[config.mk]
export PLATFORM = sky130hd
export DESIGN_NAME = writeback_mem_control
export DESIGN_NICKNAME = d
export VERILOG_FILES = /design/src/rtl/writeback_mem_control_pkg.sv /design/src/rtl/writeback_mem_control_lane.sv /design/src/rtl/writeback_mem_control.sv
export SDC_FILE = /design/constraint.sdc
export NUM_CORES = 1
export LEC_CHECK = 0
export BUFFER_PORTS_ARGS = -buffer_cell sky130_fd_sc_hd__buf_2
export CORE_UTILIZATION = 40
export DETAILED_ROUTE_END_ITERATION = 6
export PLACE_DENSITY = 0.59
export SYNTH_ARGS = -nofsm -noshare
export SYNTH_HDL_FRONTEND = slang
export SYNTH_SLANG_ARGS = --single-unit
[constraint.sdc]
create_clock -name clk -period 5 [get_ports clk]
set_input_delay 0.25 -clock clk [delete_from_list [all_inputs] [get_ports clk]]
set_output_delay 0.25 -clock clk [all_outputs]
set_load 0.005 [all_outputs]
[src/rtl/writeback_mem_control_pkg.sv]
// Shared types and default widths for the output-memory write-side address generator.
package writeback_mem_control_pkg;

  localparam int WB_ADDR_W = 8;
  localparam int WB_WH     = 16;
  localparam int WB_STEP_W = $clog2(2 * WB_WH);
  localparam int WB_DIM_W  = $clog2(WB_WH) + 1;

  typedef enum logic [1:0] {
    ST_IDLE  = 2'd0,
    ST_WAIT  = 2'd1,
    ST_WRITE = 2'd2,
    ST_DONE  = 2'd3
  } wb_state_e;

endpackage

[src/rtl/writeback_mem_control_lane.sv]
// One write lane: decides whether lane lane_idx writes in step t and which row address it targets.
module writeback_lane #(
  parameter int lane_idx   = 0,
  parameter int addr_width = 8,
  parameter int step_w     = 5,
  parameter int dim_w      = 5
) (
  input  logic [step_w-1:0]     t_i,
  input  logic [dim_w-1:0]      rows_i,
  input  logic [dim_w-1:0]      cols_i,
  input  logic [addr_width-1:0] base_i,
  input  logic                  write_i,
  output logic                  wr_en_o,
  output logic [addr_width-1:0] addr_o
);

  localparam int CW = step_w + 1;

  logic [CW-1:0] t_ext;
  logic [CW-1:0] lane_ext;
  logic [CW-1:0] row_idx;

  // row_idx = t - j is the result row reaching this lane in step t (skewed wavefront).
  always_comb begin
    t_ext    = CW'(t_i);
    lane_ext = CW'(lane_idx);
    row_idx  = t_ext - lane_ext;
    wr_en_o  = write_i
               && (CW'(cols_i) > lane_ext)
               && (t_ext >= lane_ext)
               && (row_idx < CW'(rows_i));
    addr_o   = '0;
    if (wr_en_o) begin
      addr_o = base_i + addr_width'(row_idx);
    end
  end

endmodule

[src/rtl/writeback_mem_control.sv]
// Write-side address generator: turns the skewed result wavefront into per-lane write enables
// and row addresses, one job per start pulse, with a one-cycle completion pulse.
module writeback_mem_control
  import writeback_mem_control_pkg::*;
#(
  parameter int addr_width   = WB_ADDR_W,
  parameter int width_height = WB_WH,
  localparam int DIM_W  = $clog2(width_height) + 1,
  localparam int STEP_W = $clog2(2 * width_height)
) (
  input  logic                               clk,
  input  logic                               reset,
  input  logic                               active,
  input  logic [addr_width-1:0]              base_addr,
  input  logic [DIM_W-1:0]                   num_row,
  input  logic [DIM_W-1:0]                   num_col,
  input  logic [7:0]                         wait_cycles,
  output logic [addr_width*width_height-1:0] out_addr,
  output logic [width_height-1:0]            wr_en,
  output logic                               busy,
  output logic                               done
);

  localparam int SW1 = STEP_W + 1;
  localparam logic [DIM_W-1:0] WH_DIM = DIM_W'(width_height);

  wb_state_e                          state_q, state_d;
  logic [7:0]                         wait_q, wait_d;
  logic [STEP_W-1:0]                  t_q, t_d;
  logic [addr_width-1:0]              base_q, base_d;
  logic [DIM_W-1:0]                   rows_q, rows_d;
  logic [DIM_W-1:0]                   cols_q, cols_d;
  logic [width_height-1:0]            wr_en_q;
  logic [addr_width*width_height-1:0] addr_q;
  logic                               busy_q, busy_d;
  logic                               done_q, done_d;

  logic                               emit;
  logic [STEP_W-1:0]                  t_emit;
  logic                               zero_dim;
  logic [SW1-1:0]                     span;
  logic [STEP_W-1:0]                  last_step;
  logic [width_height-1:0]            lane_en;
  logic [addr_width*width_height-1:0] lane_addr;

  assign zero_dim  = (rows_q == '0) || (cols_q == '0);
  assign span      = SW1'(rows_q) + SW1'(cols_q);
  assign last_step = STEP_W'(span - SW1'(2));

  // Handshake: active is a start pulse honoured only in IDLE; busy covers cycle 1 through the
  // done cycle, done pulses once per finished job, and active is accepted again once busy drops.
  // Step 0 is emitted from WAIT on its final cycle so it lands exactly W+1 cycles after start.
  always_comb begin
    state_d = state_q;
    wait_d  = wait_q;
    t_d     = t_q;
    base_d  = base_q;
    rows_d  = rows_q;
    cols_d  = cols_q;
    emit    = 1'b0;
    t_emit  = t_q;
    done_d  = 1'b0;
    case (state_q)
      ST_IDLE: begin
        if (active) begin
          base_d  = base_addr;
          rows_d  = (num_row > WH_DIM) ? WH_DIM : num_row;
          cols_d  = (num_col > WH_DIM) ? WH_DIM : num_col;
          wait_d  = wait_cycles;
          t_d     = '0;
          state_d = ST_WAIT;
        end
      end
      ST_WAIT: begin
        if (wait_q != 8'd0) begin
          wait_d = wait_q - 8'd1;
        end else if (zero_dim) begin
          // Nothing to write: complete in the slot where step 0 would have appeared.
          done_d  = 1'b1;
          state_d = ST_IDLE;
        end else begin
          emit   = 1'b1;
          t_emit = '0;
          if (last_step == '0) begin
            state_d = ST_DONE;
          end else begin
            t_d     = STEP_W'(1);
            state_d = ST_WRITE;
          end
        end
      end
      ST_WRITE: begin
        emit = 1'b1;
        if (t_q == last_step) begin
          state_d = ST_DONE;
        end else begin
          t_d = t_q + STEP_W'(1);
        end
      end
      ST_DONE: begin
        done_d  = 1'b1;
        state_d = ST_IDLE;
      end
      default: state_d = ST_IDLE;
    endcase
    busy_d = (state_q != ST_IDLE);
  end

  for (genvar j = 0; j < width_height; j++) begin : g_lane
    writeback_lane #(
      .lane_idx  (j),
      .addr_width(addr_width),
      .step_w    (STEP_W),
      .dim_w     (DIM_W)
    ) u_lane (
      .t_i    (t_emit),
      .rows_i (rows_q),
      .cols_i (cols_q),
      .base_i (base_q),
      .write_i(emit),
      .wr_en_o(lane_en[j]),
      .addr_o (lane_addr[j*addr_width +: addr_width])
    );
  end

  always_ff @(posedge clk or negedge reset) begin
    if (!reset) begin
      state_q <= ST_IDLE;
      wait_q  <= '0;
      t_q     <= '0;
      base_q  <= '0;
      rows_q  <= '0;
      cols_q  <= '0;
      wr_en_q <= '0;
      addr_q  <= '0;
      busy_q  <= 1'b0;
      done_q  <= 1'b0;
    end else begin
      state_q <= state_d;
      wait_q  <= wait_d;
      t_q     <= t_d;
      base_q  <= base_d;
      rows_q  <= rows_d;
      cols_q  <= cols_d;
      wr_en_q <= lane_en;
      addr_q  <= lane_addr;
      busy_q  <= busy_d;
      done_q  <= done_d;
    end
  end

  assign out_addr = addr_q;
  assign wr_en    = wr_en_q;
  assign busy     = busy_q;
  assign done     = done_q;

endmodule

Yosys cells after proc, flatten, opt, wreduce, memory -nomap -nowiden

Index checks and enable logic that the tools add are counted.

Bits of input ports: 29
Flip-flop bits (word level): 179

Mux-type cells: 42
Order comparisons: 49
Add/sub/neg operators: 35
Reduce and logical (&&, ||, !) cells: 60
Equal/unequal tests: 11

Operators by type and width:

| operator                                                           | number |
|---|---|
| 2-to-1 mux 8 bit                                                   | 18 |
| adder 8 x 6 -> 8 bit                                               | 15 |
| < comparator 6 x 5 -> 1 bit                                        | 15 |
| 2-to-1 mux 5 bit                                                   | 10 |
| subtractor 5 x 4 -> 6 bit (second input constant)                  | 8 |
| logical AND 1 bit                                                  | 47 |
| greater-or-equal comparator 5 x 4 -> 1 bit (second input constant) | 8 |
| greater-than comparator 5 x 4 -> 1 bit (second input constant)     | 8 |
| subtractor 5 x 3 -> 6 bit (second input constant)                  | 4 |
| greater-or-equal comparator 5 x 3 -> 1 bit (second input constant) | 4 |
| greater-than comparator 5 x 3 -> 1 bit (second input constant)     | 4 |
| case mux 8 bit (2 select lines)                                    | 1 |
| logical NOT 5 bit                                                  | 3 |
| case mux 5 bit (3 select lines)                                    | 1 |
| inequality test 2 bit (second input constant)                      | 7 |
| subtractor 5 x 2 -> 6 bit (second input constant)                  | 2 |
| greater-or-equal comparator 5 x 2 -> 1 bit (second input constant) | 2 |
| greater-than comparator 5 x 1 -> 1 bit (second input constant)     | 2 |
| greater-than comparator 5 x 2 -> 1 bit (second input constant)     | 2 |
| greater-than comparator 5 bit (second input constant)              | 2 |
| adder 8 x 5 -> 8 bit                                               | 1 |
| 2-to-1 mux 2 bit                                                   | 4 |
| case mux 2 bit (4 select lines)                                    | 1 |
| nonzero test 8 bit                                                 | 1 |
| other kinds (19)                                                   | 27 |

Depth between registers and ports, before layout

Depth after elaboration: 9
Mapped depth: 18

Cells and area by module

A second synthesis with hierarchy kept.

Cell total of the unflattened synthesis: 1518
Area, all modules: 14291.2 um^2

Modules (own cells, without submodules):

| module                             | seq. area each (um^2) | area each (um^2) | cells an instance | times used |
|---|---|---|---|---|
| writeback_mem_control              | 4479.3                | 5765.5           | 362               | 1 |
| writeback_lane (g_lane[1].u_lane)  | 0.0                   | 580.6            | 79                | 1 |
| writeback_lane (g_lane[5].u_lane)  | 0.0                   | 559.3            | 76                | 1 |
| writeback_lane (g_lane[15].u_lane) | 0.0                   | 554.3            | 74                | 1 |
| writeback_lane (g_lane[3].u_lane)  | 0.0                   | 550.5            | 74                | 1 |
| writeback_lane (g_lane[9].u_lane)  | 0.0                   | 550.5            | 76                | 1 |
| writeback_lane (g_lane[13].u_lane) | 0.0                   | 548.0            | 77                | 1 |
| writeback_lane (g_lane[12].u_lane) | 0.0                   | 546.8            | 70                | 1 |
| writeback_lane (g_lane[7].u_lane)  | 0.0                   | 544.3            | 73                | 1 |
| writeback_lane (g_lane[2].u_lane)  | 0.0                   | 541.8            | 71                | 1 |
| writeback_lane (g_lane[8].u_lane)  | 0.0                   | 531.8            | 69                | 1 |
| writeback_lane (g_lane[10].u_lane) | 0.0                   | 529.3            | 72                | 1 |
| writeback_lane (g_lane[11].u_lane) | 0.0                   | 525.5            | 72                | 1 |
| writeback_lane (g_lane[4].u_lane)  | 0.0                   | 508.0            | 73                | 1 |
| +3 rows                            | n/a                   | n/a              | n/a               | n/a |

Worst setup path after synthesis

OpenSTA, ideal clock, no wires.

Path kind: register -> register
From: reg (tool-made name)
To: reg addr_q[87] (netlist: out_addr[87])
Data arrival time: 3727 ps
Setup time: 80 ps
Path buffers: 1
Stages on the path, launching flop included: 17
Setup slack: 1193 ps
Period minus slack after synthesis: 3807 ps
Cell sequence: dfrtp_1 > inv_1 > ha_1 > or4bb_1 > nor2_2 > nand2_1 > and2_1 > clkbuf_1 > o21ai_1 > a21boi_0 > ha_1 > a21o_1 > a21oi_1 > nand2_1 > nor4_1 > nand2_1 > a21oi_1

RTL lines:

| what                 | line                         | text |
|---|---|---|
| end signal, assigned | writeback_mem_control.sv:146 | `addr_q <= lane_addr;` |
| end, declared        | writeback_mem_control.sv:34  | `logic [addr_width*width_height-1:0] addr_q;` |

==> summary.md <==
| Metric | Value |
|---|---|
| Outcome | `finished with violations` |
| Violated checks | `DRC` |
| Syn_area_per_cell | `between 9 and 10 um^2` |
| Critical path class | `flop to flop` |
| Setup Skew | `roughly 0.011 ns` |
| Crit path max fanout | `14` |
| Final setup viols | `0` |
| Largest net degree at the start of global routing | `94` |
| WP data required | `roughly 5.4 ns` |
| Fmax | `between 200 and 250 MHz` |
| Final #Nets | `~1,600` |
| Tmin final | `~4.6 ns` |
| Io pins | `approximately 180` |
| Hold Slack | `0.02762 ns` |
| Die ar. | `0.02951 mm^2` |
| Crit. End Element | `flop` |
| Grt ovf | `0` |
| Setup crit start kind | `flop` |
| Length of the first detailed-routing pass in iterations | `7` |
| Final Hold Fails | `0` |
| Mux cell area share after synthesis | `1.932%` |
| Commonest non-fill, non-tap cells in the layout | `dfrtp_1, buf_2, nor2_1` |
| Core region area | `between 0.02 and 0.03 mm^2` |
| Largest family of logic cells by synthesized area | `compound AO/OA/AOI/OAI gates` |
| Power Dens Cells | `between 600 and 700 mW/mm^2` |
| Routed Antenna Nets | `0` |
| Starting Density | `between 40 and 50%` |
| CP max stage delay | `around 0.71 ns` |
| Setup TNS | `0 ns` |
| Post-synth top flop | `dfrtp_1` |
| Post-synth ARST share | `between 90% and 100%` |
| Inserted Clock Buffers | `17` |
| Layout cells sized above 1 | `approximately 18%` |
| Number of port buffers | `about 170` |
| Bufs on Longest Clock Path | `2` |
| CTS tree | `done` |
| Clock Root Buffer | `clkbuf_16` |
| Final period util | `approximately nine tenths` |
| Post-CTS Setup Bufs | `0` |
| Syn Inst Count | `1,247` |
| Vias per Instance | `5.403` |
| Critical path data arrival time | `4.92 ns` |
| Drt initial violations | `a little over 800` |
| Most common cell after layout, fill and taps aside | `dfrtp_1` |
| Area of the mapped netlist | `0.01153 mm^2` |
| CP max stage cell | `a2111oi_0` |
| Multi-input gate area | `approximately 0.0066 mm^2` |
| Clk sinks | `179` |
| Routed wire per std cell | `about 18 um` |
| Register cell area after layout | `between 0.004 and 0.005 mm^2` |
| RSZ-0062 raised after global routing | `false` |
| Max_slew headroom | `27.10%` |
| H-tree depth | `4` |
| Leak | `6.951 nW` |
| Synth warn | `0` |
| Die H | `between 150 and 200 um` |
| Global-route wire length before repair | `slightly above 50 mm` |
| Post-synthesis simple-gate area fraction | `around 17%` |
| Max Cap Viol | `0` |
| Sequential share of the synthesized area | `between 30 and 40%` |
| Total track usage | `between 20% and 30%` |
| Clock transition at path regs | `around 0.080 ns` |
| Synth Area in Compound Gates | `17.93%` |
| Area added between synthesis and finish | `17.32%` |
| Row cnt | `61` |
| Vias in the first global route | `~9,300` |
| WL final | `33.47 mm` |
| FILL cells | `around 2,700` |
| Routed vias | `slightly below 10,000` |
| Clk_lat worst skew | `~0.45 ns` |
| Critical path cell sequence | `inv_1 > ha_1 > nor4bb_1 > nand2_1 > o21ai_1 > inv_1 > nand2_1 > ha_1 > inv_1 > ha_1 > a21oi_1 > o221ai_1 > a2111oi_0 > o211ai_2 > a41oi_1` |
| Antenna violations before repair | `0` |
| Die Wd | `~170 um` |
| Net Count, Synth | `about 1,400` |
| Synth unique cells | `between 80 and 90` |
| DP HPWL | `between 20 and 30 mm` |
| Synth Register Bits | `179` |
| Drc violations | `8` |
| Antenna diode count | `0` |
| Fin. max-slew vios | `0` |
| Synth Area in XOR/XNOR | `6.240%` |
| Worst Hold Class | `input port to flop` |
| Worst-Margin Slew | `approximately 1.1 ns` |
| Worst vdd ir | `409.9 uV` |
| Synth Area in Adders | `a little over an eighth` |
| Number of synthesized flops with an enable pin | `0` |
| Gpl congestion | `roughly 0.94` |
-- metrics by stage --
step | utilization [%] | area (um^2) | total power, mW | cells | setup slack, ns
floorplan | - | 11530 | 5.407 | 1247 | 1.193
global placement | 45.85 | 12880 | 6.614 | 1777 | 0.7711
detailed placement | 45.85 | 12880 | 6.678 | 1777 | 0.4725
CTS | 48.14 | 13520 | 8.149 | 1810 | 0.4488
global route | 48.16 | 13530 | 8.803 | 1810 | 0.05927
finish | 48.16 | 13530 | 8.156 | 1810 | 0.4407
-- flip-flops by register name, indices dropped and copies added (netlist names), 5 cells and up, named ones only --
register / cells
wr_en: 16
wait_q: 8
cols_q: 5
t_q: 5
base_q: 8
rows_q: 5
out_addr: 128
-- per-layer routing --
| metal | wire length [um] | GRT usage, % |
|---|---|---|
| met1 | 15790 | 31.91 |
| met2 | 15370 | 37.00 |
| met3 | 1783 | 4.004 |
| met4 | 531 | 5.848 |
| met5 | 0 | 0 |
-- worst max-delay path, delay by kind of cell, from the launching register on --
family,cells,cell delay (ns)
compound gates,6,2.04
fa+ha+maj,3,0.66
buf+inv,3,0.57
flops,1,0.44
simple gates,3,0.77
-- power by group --
| group | internal (mW) | switching, mW | total (mW) | leakage, nW |
|---|---|---|---|---|
| registers | 1.58 | 0.271 | 1.85 | 2.44 |
| logic | 1.95 | 2.91 | 4.86 | 4.20 |
| clock network | 0.733 | 0.707 | 1.44 | 0.307 |
-- worst paths after layout --
check / start / end / slack [ns] / cells after the start
min: base_addr[2] / base_q[2] / 0.03 / 2
max in group asynchronous: reset / t_q[0] / 3.66 / 3
min reg2reg: rows_q[1] / rows_q[1] / 0.56 / 2
max reg2reg: flop / out_addr[103] / 0.44 / 15
max: flop / out_addr[103] / 0.44 / 15
min in group asynchronous: reset / out_addr[48] / 0.39 / 2
-- cells by family after synthesis --
group                      Yosys count
and+or+nand+nor                    409
adders and majority gates          124
buffers and inverters              129
DFF                                179
AOI/OAI and AO/OA                  306
muxes                               21
xor gates and xnor gates            79
-- layout make-up --
type | instances | area share, %
clock buffers | 17 | 3.145
repair buffers | 194 | 7.724
multi-input cells | 939 | 48.54
clock inverters | 15 | 1.535
inverters | 88 | 2.442
well taps | 378 | 3.496
flip-flops and latches | 179 | 33.11
-- timing repair --
action,in CTS,in global routing
endpoints found under the setup margin,0,6
gates resized for setup,0,1
hold endpoints to repair,86,0
hold buffers,1,0
-- synth_stat cells, types with 11 or more instances --
master / number / area share [%]
nand2_1: 104 / 3.4
nor3_1: 21 / 0.91
inv_1: 85 / 2.8
xnor2_1: 57 / 4.3
clkbuf_1: 33 / 1.1
a31oi_1: 17 / 0.92
or3_1: 12 / 0.65
dfrtp_1: 179 / 39
ha_1: 120 / 13
nand2b_1: 18 / 0.98
mux2i_1: 11 / 0.96
nand3_1: 38 / 1.6
o21ai_0: 55 / 2.4
xor2_1: 20 / 1.5
nor2_1: 137 / 4.5
nand3b_1: 11 / 0.72
o21bai_1: 15 / 0.98
a21oi_1: 79 / 3.4
and3_1: 14 / 0.76
a21o_1: 35 / 2.3
Note: power is estimated with default switching activity, not from simulation.
